## config.mk

```make
export PLATFORM = sky130hd
export DESIGN_NAME = pkmc_flashprog_flat
export DESIGN_NICKNAME = d
export VERILOG_FILES = /design/src/rtl/pkmc_flashprog_if.sv /design/src/rtl/pkmc_flashprog.sv /design/src/flat_wrapper.sv
export SDC_FILE = /design/constraint.sdc
export NUM_CORES = 1
export LEC_CHECK = 0
export ABC_CLOCK_PERIOD_IN_PS = 3700
export CAP_MARGIN = 30
export CORE_MARGIN = 8
export CORE_UTILIZATION = 45
export DETAILED_ROUTE_END_ITERATION = 10
export GPL_TIMING_DRIVEN = 0
export PLACE_DENSITY = 0.79
export SYNTH_ARGS = -nofsm -noshare
export SYNTH_HDL_FRONTEND = slang
export SYNTH_SLANG_ARGS = --single-unit
```

## constraint.sdc

```tcl
create_clock -name clk -period 3.7 [get_ports clk]
set_input_delay 0.74 -clock clk [delete_from_list [all_inputs] [get_ports clk]]
set_output_delay 0.74 -clock clk [all_outputs]
set_load 0.005 [all_outputs]
```

## src/rtl/pkmc_flashprog_if.sv

```systemverilog
// pkmc_flashprog_if
//   Request port between the flash program/erase sequencer and the PKMC
//   flash controller.
//   master (sequencer side): drives m_addr_o, m_dat_o, m_we_o, m_active_o,
//                            m_sel_o; receives m_dat_i, m_ack_i.
//   slave  (controller side): the mirror image.
interface pkmc_flashprog_if;
  logic [31:0] m_addr_o;    // word-aligned flash address
  logic [31:0] m_dat_o;     // command or data word
  logic [31:0] m_dat_i;     // read data back from the controller
  logic        m_we_o;      // 1 = write transaction
  logic        m_active_o;  // transaction request
  logic [3:0]  m_sel_o;     // byte select
  logic        m_ack_i;     // transaction acknowledge

  modport master (
    output m_addr_o, m_dat_o, m_we_o, m_active_o, m_sel_o,
    input  m_dat_i, m_ack_i
  );

  modport slave (
    input  m_addr_o, m_dat_o, m_we_o, m_active_o, m_sel_o,
    output m_dat_i, m_ack_i
  );
endinterface

```

## src/rtl/pkmc_flashprog.sv

```systemverilog
// pkmc_flashprog
//   Command sequencer for a 32-bit flash bank built from two x16 Intel-style
//   devices. One start strobe runs a complete read-array, program, block
//   erase or status-read sequence, polls status until ready (or timeout),
//   then restores read-array mode and reports the result.
//
// Ports
//   clk, rst   : clock, synchronous active-high reset
//   start_i    : launch strobe, ignored while busy_o
//   op_i       : 00 read-array, 01 program, 10 erase, 11 read status
//   addr_i     : target byte address (bits [1:0] ignored)
//   wdata_i    : program data
//   busy_o     : sequence in progress
//   done_o     : one-cycle completion pulse
//   err_o      : last op failed (device error or timeout)
//   tmo_o      : last op ended by poll timeout
//   status_o   : last status read {high SR[7:0], low SR[7:0]}
//   bus        : master side of the controller request port
module pkmc_flashprog #(
  parameter logic [23:0] POLL_LIMIT = 24'd16000000
) (
  input  logic                    clk,
  input  logic                    rst,
  input  logic                    start_i,
  input  logic [1:0]              op_i,
  input  logic [31:0]             addr_i,
  input  logic [31:0]             wdata_i,
  output logic                    busy_o,
  output logic                    done_o,
  output logic                    err_o,
  output logic                    tmo_o,
  output logic [15:0]             status_o,
  pkmc_flashprog_if.master        bus
);

  localparam logic [2:0] IDLE  = 3'd0;
  localparam logic [2:0] XFER  = 3'd1;
  localparam logic [2:0] GAP   = 3'd2;
  localparam logic [2:0] CHECK = 3'd3;
  localparam logic [2:0] DONE  = 3'd4;

  // Step pointer: which transaction of the sequence is current.
  localparam logic [2:0] STEP_CMD  = 3'd0;  // first command (40/20/70)
  localparam logic [2:0] STEP_DATA = 3'd1;  // program data or erase confirm
  localparam logic [2:0] STEP_POLL = 3'd2;  // status read
  localparam logic [2:0] STEP_CLR  = 3'd3;  // clear status
  localparam logic [2:0] STEP_FF   = 3'd4;  // back to read array (always last)

  localparam logic [1:0] OP_READ  = 2'd0;
  localparam logic [1:0] OP_PROG  = 2'd1;
  localparam logic [1:0] OP_ERASE = 2'd2;
  localparam logic [1:0] OP_STAT  = 2'd3;

  // Commands go to both x16 devices at once.
  function automatic logic [31:0] cmdWord(input logic [7:0] c);
    return {8'h00, c, 8'h00, c};
  endfunction

  logic [2:0]  state;
  logic [2:0]  step;
  logic [1:0]  opReg;
  logic [31:0] wdataReg;
  logic [31:0] addrReg;
  logic [31:0] datReg;
  logic        weReg;
  logic        activeReg;
  logic [23:0] pollCnt;
  logic [15:0] statusReg;
  logic        errReg;
  logic        tmoReg;

  logic        startAccept;
  logic        srReady;
  logic        srError;
  logic [2:0]  nextStep;
  logic        setErr;
  logic        setTmo;
  logic [1:0]  loadOp;
  logic [2:0]  loadStep;
  logic [31:0] loadDat;
  logic        loadWe;
  logic        unusedBits;

  // A new op may be launched in the DONE cycle as well as from IDLE.
  assign startAccept = start_i && ((state == IDLE) || (state == DONE));

  // Both devices must report ready; an error bit in either one fails the op.
  assign srReady = statusReg[7] & statusReg[15];
  assign srError = |{statusReg[13:11], statusReg[9], statusReg[5:3], statusReg[1]};

  // Step sequencing, evaluated during the one-cycle gap (GAP or CHECK).
  always_comb begin
    nextStep = STEP_FF;
    setErr   = 1'b0;
    setTmo   = 1'b0;
    if (state == CHECK) begin
      if (opReg == OP_STAT) begin
        nextStep = STEP_FF;
      end else if (srReady) begin
        if (srError) begin
          nextStep = STEP_CLR;
          setErr   = 1'b1;
        end
      end else if (pollCnt >= POLL_LIMIT) begin
        nextStep = STEP_CLR;
        setErr   = 1'b1;
        setTmo   = 1'b1;
      end else begin
        nextStep = STEP_POLL;
      end
    end else begin
      case (step)
        STEP_CMD:  nextStep = (opReg == OP_STAT) ? STEP_POLL : STEP_DATA;
        STEP_DATA: nextStep = STEP_POLL;
        default:   nextStep = STEP_FF;
      endcase
    end
  end

  // Transaction contents for the step about to be launched. At start time
  // the op comes straight from op_i; the data step only occurs later, so
  // the registered write data is always valid when it is used.
  assign loadOp   = startAccept ? op_i : opReg;
  assign loadStep = startAccept ? ((op_i == OP_READ) ? STEP_FF : STEP_CMD) : nextStep;

  always_comb begin
    loadDat = 32'h0;
    loadWe  = 1'b1;
    case (loadStep)
      STEP_CMD: begin
        case (loadOp)
          OP_PROG:  loadDat = cmdWord(8'h40);
          OP_ERASE: loadDat = cmdWord(8'h20);
          default:  loadDat = cmdWord(8'h70);
        endcase
      end
      STEP_DATA: loadDat = (loadOp == OP_PROG) ? wdataReg : cmdWord(8'hD0);
      STEP_POLL: loadWe  = 1'b0;
      STEP_CLR:  loadDat = cmdWord(8'h50);
      default:   loadDat = cmdWord(8'hFF);
    endcase
  end

  always_ff @(posedge clk) begin
    if (rst) begin
      state     <= IDLE;
      step      <= STEP_FF;
      opReg     <= OP_READ;
      wdataReg  <= 32'h0;
      addrReg   <= 32'h0;
      datReg    <= 32'h0;
      weReg     <= 1'b0;
      activeReg <= 1'b0;
      pollCnt   <= 24'h0;
      statusReg <= 16'h0;
      errReg    <= 1'b0;
      tmoReg    <= 1'b0;
    end else begin
      case (state)
        IDLE, DONE: begin
          if (startAccept) begin
            opReg     <= op_i;
            wdataReg  <= wdata_i;
            addrReg   <= {addr_i[31:2], 2'b00};
            pollCnt   <= 24'h0;
            errReg    <= 1'b0;
            tmoReg    <= 1'b0;
            step      <= loadStep;
            datReg    <= loadDat;
            weReg     <= loadWe;
            activeReg <= 1'b1;
            state     <= XFER;
          end else begin
            state <= IDLE;
          end
        end
        XFER: begin
          // Request is held unchanged until acknowledged.
          if (bus.m_ack_i) begin
            activeReg <= 1'b0;
            if (step == STEP_FF) begin
              state <= DONE;
            end else if (!weReg) begin
              statusReg <= {bus.m_dat_i[23:16], bus.m_dat_i[7:0]};
              pollCnt   <= pollCnt + 24'd1;
              state     <= CHECK;
            end else begin
              state <= GAP;
            end
          end
        end
        GAP, CHECK: begin
          // This cycle is the mandatory idle gap between transactions.
          step      <= loadStep;
          datReg    <= loadDat;
          weReg     <= loadWe;
          activeReg <= 1'b1;
          state     <= XFER;
          if (setErr) errReg <= 1'b1;
          if (setTmo) tmoReg <= 1'b1;
        end
        default: state <= IDLE;
      endcase
    end
  end

  assign busy_o   = (state == XFER) || (state == GAP) || (state == CHECK);
  assign done_o   = (state == DONE);
  assign err_o    = errReg;
  assign tmo_o    = tmoReg;
  assign status_o = statusReg;

  assign bus.m_addr_o   = addrReg;
  assign bus.m_dat_o    = datReg;
  assign bus.m_we_o     = weReg;
  assign bus.m_active_o = activeReg;
  assign bus.m_sel_o    = 4'hF;

  // Address LSBs and the upper byte of each x16 status word carry nothing.
  assign unusedBits = ^{addr_i[1:0], bus.m_dat_i[31:24], bus.m_dat_i[15:8]};

endmodule

```

## src/flat_wrapper.sv

```systemverilog
// flat-port wrapper written by rule: the top's interface ports become plain ports
module pkmc_flashprog_flat 
#(
  parameter logic [23:0] POLL_LIMIT = 24'd16000000
)
  (clk, rst, start_i, op_i, addr_i, wdata_i, busy_o, done_o, err_o, tmo_o, status_o, bus_m_addr_o, bus_m_dat_o, bus_m_we_o, bus_m_active_o, bus_m_sel_o, bus_m_dat_i, bus_m_ack_i);
  pkmc_flashprog_if bus_i ();
  input  logic clk;
  input  logic rst;
  input  logic start_i;
  input  logic [1:0] op_i;
  input  logic [31:0] addr_i;
  input  logic [31:0] wdata_i;
  output logic busy_o;
  output logic done_o;
  output logic err_o;
  output logic tmo_o;
  output logic [15:0] status_o;
  output wire logic [$bits(bus_i.m_addr_o)-1:0] bus_m_addr_o;
  output wire logic [$bits(bus_i.m_dat_o)-1:0] bus_m_dat_o;
  output wire logic [$bits(bus_i.m_we_o)-1:0] bus_m_we_o;
  output wire logic [$bits(bus_i.m_active_o)-1:0] bus_m_active_o;
  output wire logic [$bits(bus_i.m_sel_o)-1:0] bus_m_sel_o;
  input wire logic [$bits(bus_i.m_dat_i)-1:0] bus_m_dat_i;
  input wire logic [$bits(bus_i.m_ack_i)-1:0] bus_m_ack_i;
  assign bus_m_addr_o = bus_i.m_addr_o;
  assign bus_m_dat_o = bus_i.m_dat_o;
  assign bus_m_we_o = bus_i.m_we_o;
  assign bus_m_active_o = bus_i.m_active_o;
  assign bus_m_sel_o = bus_i.m_sel_o;
  assign bus_i.m_dat_i = bus_m_dat_i;
  assign bus_i.m_ack_i = bus_m_ack_i;
  pkmc_flashprog #(.POLL_LIMIT(POLL_LIMIT)) u_core (.clk(clk), .rst(rst), .start_i(start_i), .op_i(op_i), .addr_i(addr_i), .wdata_i(wdata_i), .busy_o(busy_o), .done_o(done_o), .err_o(err_o), .tmo_o(tmo_o), .status_o(status_o), .bus(bus_i));
endmodule
```

==> run_results.csv, run 1 <==
group,metric,value,unit
run_status,status,"finished, final reports clean",
sta,period_share,91.8,%
final_layout,drive_above_1_share,4.87,%
sta,hold_slack,450,ps
power_and_ir_drop,power.density,462,nW/um^2
global_route,grt.overflow.total,0,
synth,yosys_warnings,0,
sta,rsz0062_at_grt,"no",
die,io_pins,192,
synth,yosysTopAreaCell,"dfxtp_1",
sta,tns,0,ps
power_and_ir_drop,peakVddDrop,0.000375,V
detailed_routing,vias,5175,
synth,synth_edf_count,0,
clock_tree,clkTransAtPathRegs,50,ps
detailed_routing,wl_per_cell,15.5,um
sta,max_freq,294,MHz
final_layout,area_growth,43.4,%
power_and_ir_drop,p_leak,2.90,nW
sta,fin_crit,3400,ps
die,die_w,128,um
synth,synth_area_leaders,"dfxtp_1, nand2_1, a21oi_1, nor2_1, mux2i_1",
clock_tree,clk_latency,420,ps
sta,finalSetupViolations,0,
setup_path,path_max_fanout,10,
die,start_util,45.4,%
clock_tree,clock-sinks,146,
detailed_routing,drc,0,
synth,synth_ff_type,"dfxtp_1",
synth,synth.distinct_cells,50,
die,dieArea,16400,um^2
final_layout,final_cell_mix,"clkdlybuf4s50_1, nand2_1, dfxtp_1",
global_route,grt_pass1_wl,25.7,mm
final_layout,antenna_cells,0,
synth,async_flop_share,0,%
sta,fin_worst_skew,6.00,ps
global_route,antenna_found_initial,0,
detailed_routing,antenna_left,0,
global_route,grt_max_degree,17,
setup_path,critPathLaunchType,"input port",
synth,yosysSeqAreaShare,51.6,%
clock_tree,cts-root-buf,"clkbuf_16",
detailed_routing,drt_wl_total,16.0,mm
clock_tree,hold_buffers,0,
setup_path,cp_slowest_stage_delay,610,ps
die,rows,41,
setup_path,cp-end-kind,"flop",
sta,finalHoldViolations,0,
clock_tree,clock_path_buffers,2,
die,die_h,128,um
setup_path,critical_path_buf_inv_count,2,
detailed_routing,avgViaCountPerCell,5.00,
synth,syn_area,5660,um^2
synth,synth_top_area_share,51.6,%
global_route,grtUsageTotal,19.9,%
die,core_area,12500,um^2
setup_path,cp_data_arrival_time,3720,ps
setup_path,path_class,"input port to flop",
detailed_routing,first_pass_iters,5,
sta,drv_slew,0,
clock_tree,numCtsBuffers,17,
final_layout,stdcell_count,1034,
synth,ys_ff_latch,146,
worst_hold_path,worstHoldPathType,"flop to flop",
flow_run,cap_violations,0,
sta,tightest_slew,759,ps
final_layout,fin_nets,961,
setup_path,slowest_stage,"nor2_1",
synth,synth_cells,665,
detailed_routing,drt_iter0_markers,313,
place,port_buffers,166,
place,place_inst,1007,
clock_tree,cts_tree,"yes",
setup_path,critical-path-top-delay-family,"simple AND/OR/NAND/NOR gates",
synth,syn_area_per_cell,8.52,um^2
place,gp_congestion,0.859,
setup_path,path_cells,"clkdlybuf4s50_1 > nor3b_2 > clkbuf_2 > mux2i_1 > ha_1 > o31ai_1 > nor2_1 > nand2_1 > a211oi_1",
sta,max-slew-margin-rel,49.2,%
clock_tree,htree_levels,4,
global_route,first_global_vias,5001,
setup_path,required,4020,ps
place,post-dp-hpwl,11.7,mm
final_layout,layout_commonest_cell,"clkdlybuf4s50_1",
## worst register-to-register path, stage by stage, from the launching register on
cell	delay, ps
dfxtp_1	390
nor3b_2	380
clkbuf_2	380
mux2i_1	380
ha_1	250
o31ai_1	140
nor2_1	610
nand2_1	120
a211oi_1	300
## Yosys cell counts, drive strengths merged, types with 2 or more instances
cell,count
nor4b,4
nor4,10
mux2i,19
nand3b,2
nand2,151
nand3,11
and3,2
nor2,71
nand4,3
o211ai,2
ha,5
buf,10
or2,3
clkbuf,35
nor3b,4
and2,2
nor3,12
a21oi,70
a211oi,12
nor2b,3
or4,2
a22o,16
dfxtp,146
nand2b,2
o31ai,4
xnor2,18
inv,8
o21ai,14
or3,3
a311oi,5
conb,2
## per-layer routing
metal  track usage, %  up-vias  routed length (um)
met2             31.9      142                7700
met1             23.4     2391                6810
li1                 -     2622                   -
met5                0        -                   0
met4             8.11        0                 220
met3             7.45       20                1280
## cell type report
cell class / instances / area [um^2]
fill: 1072 / 4340
timing repair buffer: 166 / 1660
buffer: 45 / 204
clock buffer: 22 / 474
sequential: 146 / 2920
inverter: 8 / 30.0
multi-input combinational: 470 / 2530
clock inverter: 5 / 81.3
tap: 172 / 215
## stage by stage
stage | power, mW | cell area, um^2 | util [%] | setup WS, ps
6_report | 3.75 | 8120 | 65.2 | 303
3_5_place_dp | 2.15 | 7550 | 60.6 | -688
3_3_place_gp | 2.14 | 7550 | 60.6 | -644
2_1_floorplan | 1.90 | 5680 | - | 847
4_1_cts | 3.78 | 8110 | 65.1 | 3.93
5_1_grt | 3.90 | 8120 | 65.2 | 74.2
## path summary, 6_finish.rpt
| kind | startpoint | to | slack [ps] | cells past startpoint |
|---|---|---|---|---|
| worst min-delay path | u_core.bus.m_addr_o[3] | u_core.bus.m_addr_o[3] | 450 | 2 |
| worst max register to register | u_core.state[0] | u_core.bus.m_dat_o[2] | 660 | 8 |
| worst max-delay path | start_i | u_core.bus.m_dat_o[2] | 300 | 9 |
| worst min register to register | u_core.bus.m_addr_o[3] | u_core.bus.m_addr_o[3] | 450 | 2 |
## flip-flops by register name, indices dropped and copies added, names as in the netlist
name,flops
u_core.opReg,2
u_core.pollCnt,24
u_core.bus.m_we_o,1
u_core.bus.m_dat_o,32
u_core.wdataReg,32
u_core.step,3
u_core.bus.m_active_o,1
u_core.status_o,16
u_core.bus.m_addr_o,30
u_core.err_o,1
u_core.tmo_o,1
u_core.state,3
## power breakdown
group / leakage (nW) / internal, mW / switching, mW
Combinational: 1.44 / 0.224 / 0.208
Clock: 0.270 / 1.03 / 0.610
Sequential: 1.19 / 1.64 / 0.0388
Total: 2.90 / 2.89 / 0.857
## kinds of logic after synthesis
| kind of cell | count (synthesis) | synth area share, % |
|---|---|---|
| mux | 19 | 3.36 |
| other cells | 2 | 0.133 |
| simple gates | 290 | 22.6 |
| xor+xnor | 19 | 2.94 |
| compound gates | 131 | 14.2 |
| flops | 146 | 51.6 |
| buf+inv | 53 | 4.11 |
| fa+ha+maj | 5 | 1.10 |
## what timing repair did
action / in CTS / in global routing
pin swaps: 1 / 0
setup buffers: 0 / 0
resized for setup: 1 / 2
cloned: 0 / 0
setup endpoints to repair: 20 / 20
No activity file was read; power rests on OpenSTA's default activity.
==> run 2: changes to the inputs <==
CORE_UTILIZATION = 34   (was 45)
GPL_TIMING_DRIVEN = 1   (was 0)
PLACE_DENSITY = default   (was 0.79)
==> run 2 against run 1 <==
Die area is 28% higher. Global-route usage is 4.7 points lower. Utilization is 15 points lower. Non-clock buffer count is 30 lower. Clock skew up 2.8 ps. Critical path depth shrank 2. Worst setup slack better by 590 ps. Clock power increased by 9%. Largest cell class unchanged.
==> run_results.csv, run 2 (synthesis gave the netlist of run 1 again) <==
group,metric,value,unit
setup_path,cp_data_arrival_time,3110,ps
global_route,grtUsageTotal,15.2,%
flow_run,cap_violations,0,
clock_tree,htree_levels,4,
detailed_routing,drt_wl_total,16.2,mm
sta,drv_slew,0,
detailed_routing,wl_per_cell,15.4,um
power_and_ir_drop,power_frac_seq,43.4,%
sta,tns,0,ps
detailed_routing,vias,5161,
power_and_ir_drop,power_frac_comb,10.7,%
power_and_ir_drop,swShare,23.1,%
final_layout,multi_input_comb_area,2530,um^2
final_layout,post-route-util,49.7,%
final_layout,fill_cells,1525,
worst_hold_path,worstHoldEndpoint,"u_core.bus.m_addr_o[12]",
sta,rsz0062_at_grt,"no",
die,io_pins,192,
global_route,grt_max_degree,63,
sta,fin_worst_skew,8.83,ps
setup_path,reg2reg_depth,6,
power_and_ir_drop,p_int,2.99,mW
sta,finalHoldViolations,0,
place,place_area,7530,um^2
clock_tree,post-cts-setup-buffers,0,
setup_path,slowest_stage,"clkdlybuf4s50_1",
die,rows,47,
place,gp_congestion,0.788,
sta,max_freq,357,MHz
clock_tree,clkTransAtPathRegs,60,ps
global_route,grt.overflow.total,0,
setup_path,required,4010,ps
sta,hold_slack,452,ps
detailed_routing,avgViaCountPerCell,4.88,
setup_path,path_max_fanout,23,
die,die_w,145,um
clock_tree,cts_tree,"yes",
sta,fin_crit,2800,ps
setup_path,r2r_end,"u_core.bus.m_dat_o[31]",
power_and_ir_drop,clkPwrFrac,45.9,%
final_layout,antenna_cells,0,
worst_hold_path,hold_depth,2,
final_layout,fin_nets,931,
setup_path,critPathLaunchType,"input port",
sta,period_share,75.7,%
global_route,antenna_found_initial,0,
detailed_routing,antenna_left,0,
final_layout,seq_area,2920,um^2
final_layout,final_cell_mix,"clkdlybuf4s50_1, nand2_1, dfxtp_1",
die,die_h,145,um
run_status,status,"finished, final reports clean",
setup_path,path_cells,"clkdlybuf4s50_1 > nor3b_2 > buf_4 > or2_2 > nor2_1 > buf_4 > a22o_1",
setup_path,cp-end-kind,"flop",
worst_hold_path,worstHoldPathType,"flop to flop",
power_and_ir_drop,p_leak,2.90,nW
final_layout,fin_area,8150,um^2
sta,finalSetupViolations,0,
place,post-dp-hpwl,11.7,mm
clock_tree,post_cts_resize_count,0,
clock_tree,clock_path_buffers,2,
place,port_buffers,167,
final_layout,area_growth,44.0,%
power_and_ir_drop,peakVddDrop,0.000357,V
setup_path,rrSetupSlack,1320,ps
setup_path,cp_common_cell,"buf_4",
final_layout,drive_above_1_share,6.45,%
clock_tree,hold_buffers,0,
final_layout,layout_commonest_cell,"clkdlybuf4s50_1",
power_and_ir_drop,p_switching,0.898,mW
sta,tightest_slew,672,ps
clock_tree,numCtsBuffers,17,
die,core_area,16400,um^2
die,start_util,34.5,%
power_and_ir_drop,finalPower,3.88,mW
die,dieArea,21000,um^2
setup_path,cp_slowest_stage_delay,520,ps
global_route,first_global_vias,5160,
detailed_routing,drc,0,
clock_tree,clk_latency,420,ps
clock_tree,cts-root-buf,"clkbuf_16",
clock_tree,clock-sinks,146,
power_and_ir_drop,power.density,476,nW/um^2
setup_path,path_class,"input port to flop",
global_route,grt_pass1_wl,26.2,mm
detailed_routing,first_pass_iters,4,
setup_path,rr_startpoint,"u_core.state[0]",
detailed_routing,drt_iter0_markers,193,
sta,max-slew-margin-rel,55.2,%
worst_hold_path,hp-start,"u_core.bus.m_addr_o[12]",
[run 2: cell types whose count changed in the layout (fill, tap and decap cells not counted), moves of 3 or more]
cell and change:
clkinv_2 +3, buf_4 +9, buf_2 -3, clkbuf_8 -3
clkbuf_1 -35
[run 2: final cells by class]
cell class | instances | share of cell area [%]
Clock buffer | 18 | 5.26
Clock inverter | 14 | 2.32
Inverter | 8 | 0.368
Multi-Input combinational cell | 470 | 31.1
Sequential cell | 146 | 35.9
Tap cell | 220 | 3.38
Timing Repair Buffer | 181 | 21.8
[run 2: layer usage]
metal / vias to the layer above / GRT usage (%) / wire length (um)
met3: 25 / 6.56 / 1180
met1: 2443 / 17.2 / 6920
met2: 131 / 24.8 / 7810
li1: 2562 / - / -
met4: 0 / 6.09 / 326
met5: - / 0 / 0
[run 2: power by group through the flow]
stage	sequential, mW	combinational (mW)	clock [mW]
floorplan	1.71	0.185	0
global placement	1.71	0.416	0
detailed placement	1.72	0.421	0
CTS	1.68	0.424	1.83
global route	1.69	0.459	1.90
finish	1.68	0.417	1.78
[run 2: worst max-delay path by stage]
| stage | start | endpoint | slack [ps] | cells past startpoint |
|---|---|---|---|---|
| after floorplan | start_i | u_core.bus.m_dat_o[14] | 850 | 8 |
| after global placement | start_i | u_core.bus.m_dat_o[24] | 490 | 7 |
| after detailed placement | start_i | u_core.bus.m_dat_o[26] | 430 | 7 |
| after CTS | start_i | u_core.bus.m_dat_o[26] | 880 | 7 |
| after global routing | start_i | u_core.bus.m_dat_o[26] | 780 | 7 |
| final | start_i | u_core.bus.m_dat_o[31] | 900 | 7 |
[run 2: metrics by stage]
step,setup slack [ps],instances
2_1_floorplan,847,669
3_3_place_gp,492,1025
3_5_place_dp,431,1025
4_1_cts,879,1057
5_1_grt,781,1057
6_report,898,1057
[run 2: critical path: cells and delay by family]
kind            cells  cell delay [ps]
compound gates      1              240
buf+inv             3             1150
simple gates        3              980
==> run 3: changes to the inputs <==
ABC_CLOCK_PERIOD_IN_PS = 2500   (was 3700)
PLACE_DENSITY = 0.65   (was default)
clock period = 2.5 ns   (was 3.7 ns; I/O delays follow)
==> run 3 against run 2 <==
First-iteration DRC count is 3.1% higher. Hold slack got worse by 21 ps. Critical endpoint is now busy_o. Die area unchanged. Global-route usage is 0.16 points lower. Sequential power up 48%.
==> run_results.csv, run 3 (synthesis gave the netlist of run 1 again) <==
group,metric,value,unit
die,core_area,16400,um^2
setup_path,path_class,"flop to output port",
detailed_routing,wl_per_cell,14.7,um
run_status,status,"finished, final reports clean",
final_layout,antenna_cells,0,
setup_path,critPathLaunchType,"flop",
global_route,grt.overflow.total,0,
detailed_routing,drc,0,
place,post-dp-hpwl,11.2,mm
sta,period_share,87.9,%
die,die_h,145,um
clock_tree,numCtsBuffers,17,
setup_path,cp_data_arrival_time,1700,ps
setup_path,path_max_fanout,9,
global_route,first_global_vias,4917,
clock_tree,clock-sinks,146,
place,place_inst,1038,
power_and_ir_drop,p_leak,2.94,nW
clock_tree,cts-root-buf,"clkbuf_16",
clock_tree,hold_buffers,0,
global_route,grt_pass1_wl,25.9,mm
detailed_routing,first_pass_iters,4,
sta,max-slew-margin-rel,58.2,%
power_and_ir_drop,power.density,667,nW/um^2
sta,fin_worst_skew,6.86,ps
sta,fin_crit,2200,ps
global_route,antenna_found_initial,0,
die,rows,47,
setup_path,path_cells,"nor2_1 > nor2_1 > clkdlybuf4s50_1",
detailed_routing,antenna_left,0,
place,dp_slack,-185,ps
final_layout,area_growth,45.2,%
final_layout,fin_nets,944,
sta,finalSetupViolations,0,
setup_path,required,2000,ps
global_route,grtUsageTotal,15.0,%
setup_path,critical_path_buf_inv_count,1,
detailed_routing,drt_wl_total,15.8,mm
place,gp_congestion,0.783,
setup_path,cp_common_cell,"nor2_1",
die,start_util,34.5,%
final_layout,final_cell_mix,"clkdlybuf4s50_1, nand2_1, dfxtp_1",
sta,fin_ws,302,ps
sta,rsz0062_at_grt,"no",
flow_run,cap_violations,0,
setup_path,cp_slowest_stage_delay,550,ps
global_route,grt_max_degree,54,
clock_tree,htree_levels,4,
clock_tree,clkTransAtPathRegs,60,ps
final_layout,drive_above_1_share,7.76,%
clock_tree,clock_path_buffers,2,
die,io_pins,192,
worst_hold_path,worstHoldPathType,"input port to flop",
clock_tree,clk_latency,420,ps
detailed_routing,drt_iter0_markers,199,
detailed_routing,avgViaCountPerCell,4.68,
die,die_w,145,um
place,port_buffers,167,
sta,max_freq,455,MHz
final_layout,stdcell_count,1070,
setup_path,critical-path-top-delay-family,"buffers and inverters",
setup_path,slowest_stage,"clkdlybuf4s50_1",
sta,tightest_slew,625,ps
power_and_ir_drop,peakVddDrop,0.000503,V
clock_tree,post-cts-setup-buffers,0,
clock_tree,cts_tree,"yes",
detailed_routing,vias,5011,
setup_path,cp-end-kind,"output port",
power_and_ir_drop,finalPower,5.48,mW
die,dieArea,21000,um^2
sta,finalHoldViolations,0,
sta,drv_slew,0,
clock_tree,post_cts_resize_count,0,
final_layout,layout_commonest_cell,"clkdlybuf4s50_1",
run 3: changes by cell type in the layout (fill, tap and decap cells not counted), sizes merged:
cell and delta:
buf +13, bufinv -3, clkbuf +2, clkinv -2, clkinvlp +1, inv +2
run 3: per-layer routing:
layer,part of all wire (%),vias to the layer above,global-route usage (%)
li1,-,2595,-
met1,46,2273,18.1
met2,45,127,23.9
met3,7.1,16,5.78
met4,1.5,0,5.57
met5,0,-,0
run 3: metrics by stage:
step                      setup TNS, ps  util (%)  instance area, um^2  hold WS (ps)
after global routing                  0      50.1                 8220           430
final                                 0      50.1                 8220           431
after detailed placement          -1060      46.7                 7670           440
after floorplan                       0         -                 5680           433
after CTS                             0      50.1                 8220           414
after global placement             -991      46.7                 7670           434
run 3: final timing paths:
path / end / startpoint / slack [ps] / cells past startpoint
setup reg to reg: u_core.bus.m_dat_o[20] / u_core.state[0] / 380 / 6
hold reg to reg: u_core.err_o / u_core.err_o / 440 / 2
hold / removal: u_core.opReg[0] / rst / 430 / 2
setup / recovery: busy_o / u_core.state[0] / 300 / 3
run 3: report_power, final:
part	switching (mW)	internal (mW)	total (mW)
sequential	0.0570	2.43	2.49
combinational	0.299	0.345	0.644
clock	0.980	1.37	2.35
total	1.34	4.15	5.48
run 3: worst register-to-register path, cell delays in order (launching register included):
cell      delay [ps]
dfxtp_1          490
or3b_2           200
buf_4            310
nand3_1          200
nor3_2           390
o21ai_0          180
a311oi_1         270
run 3: area by class of cell:
class / count / area (um^2)
Clock buffer: 20 / 437
Clock inverter: 12 / 110
Fill cell: 1593 / 8190
Inverter: 8 / 30.0
Multi-Input combinational cell: 470 / 2540
Sequential cell: 146 / 2920
Tap cell: 220 / 275
Timing Repair Buffer: 194 / 1910
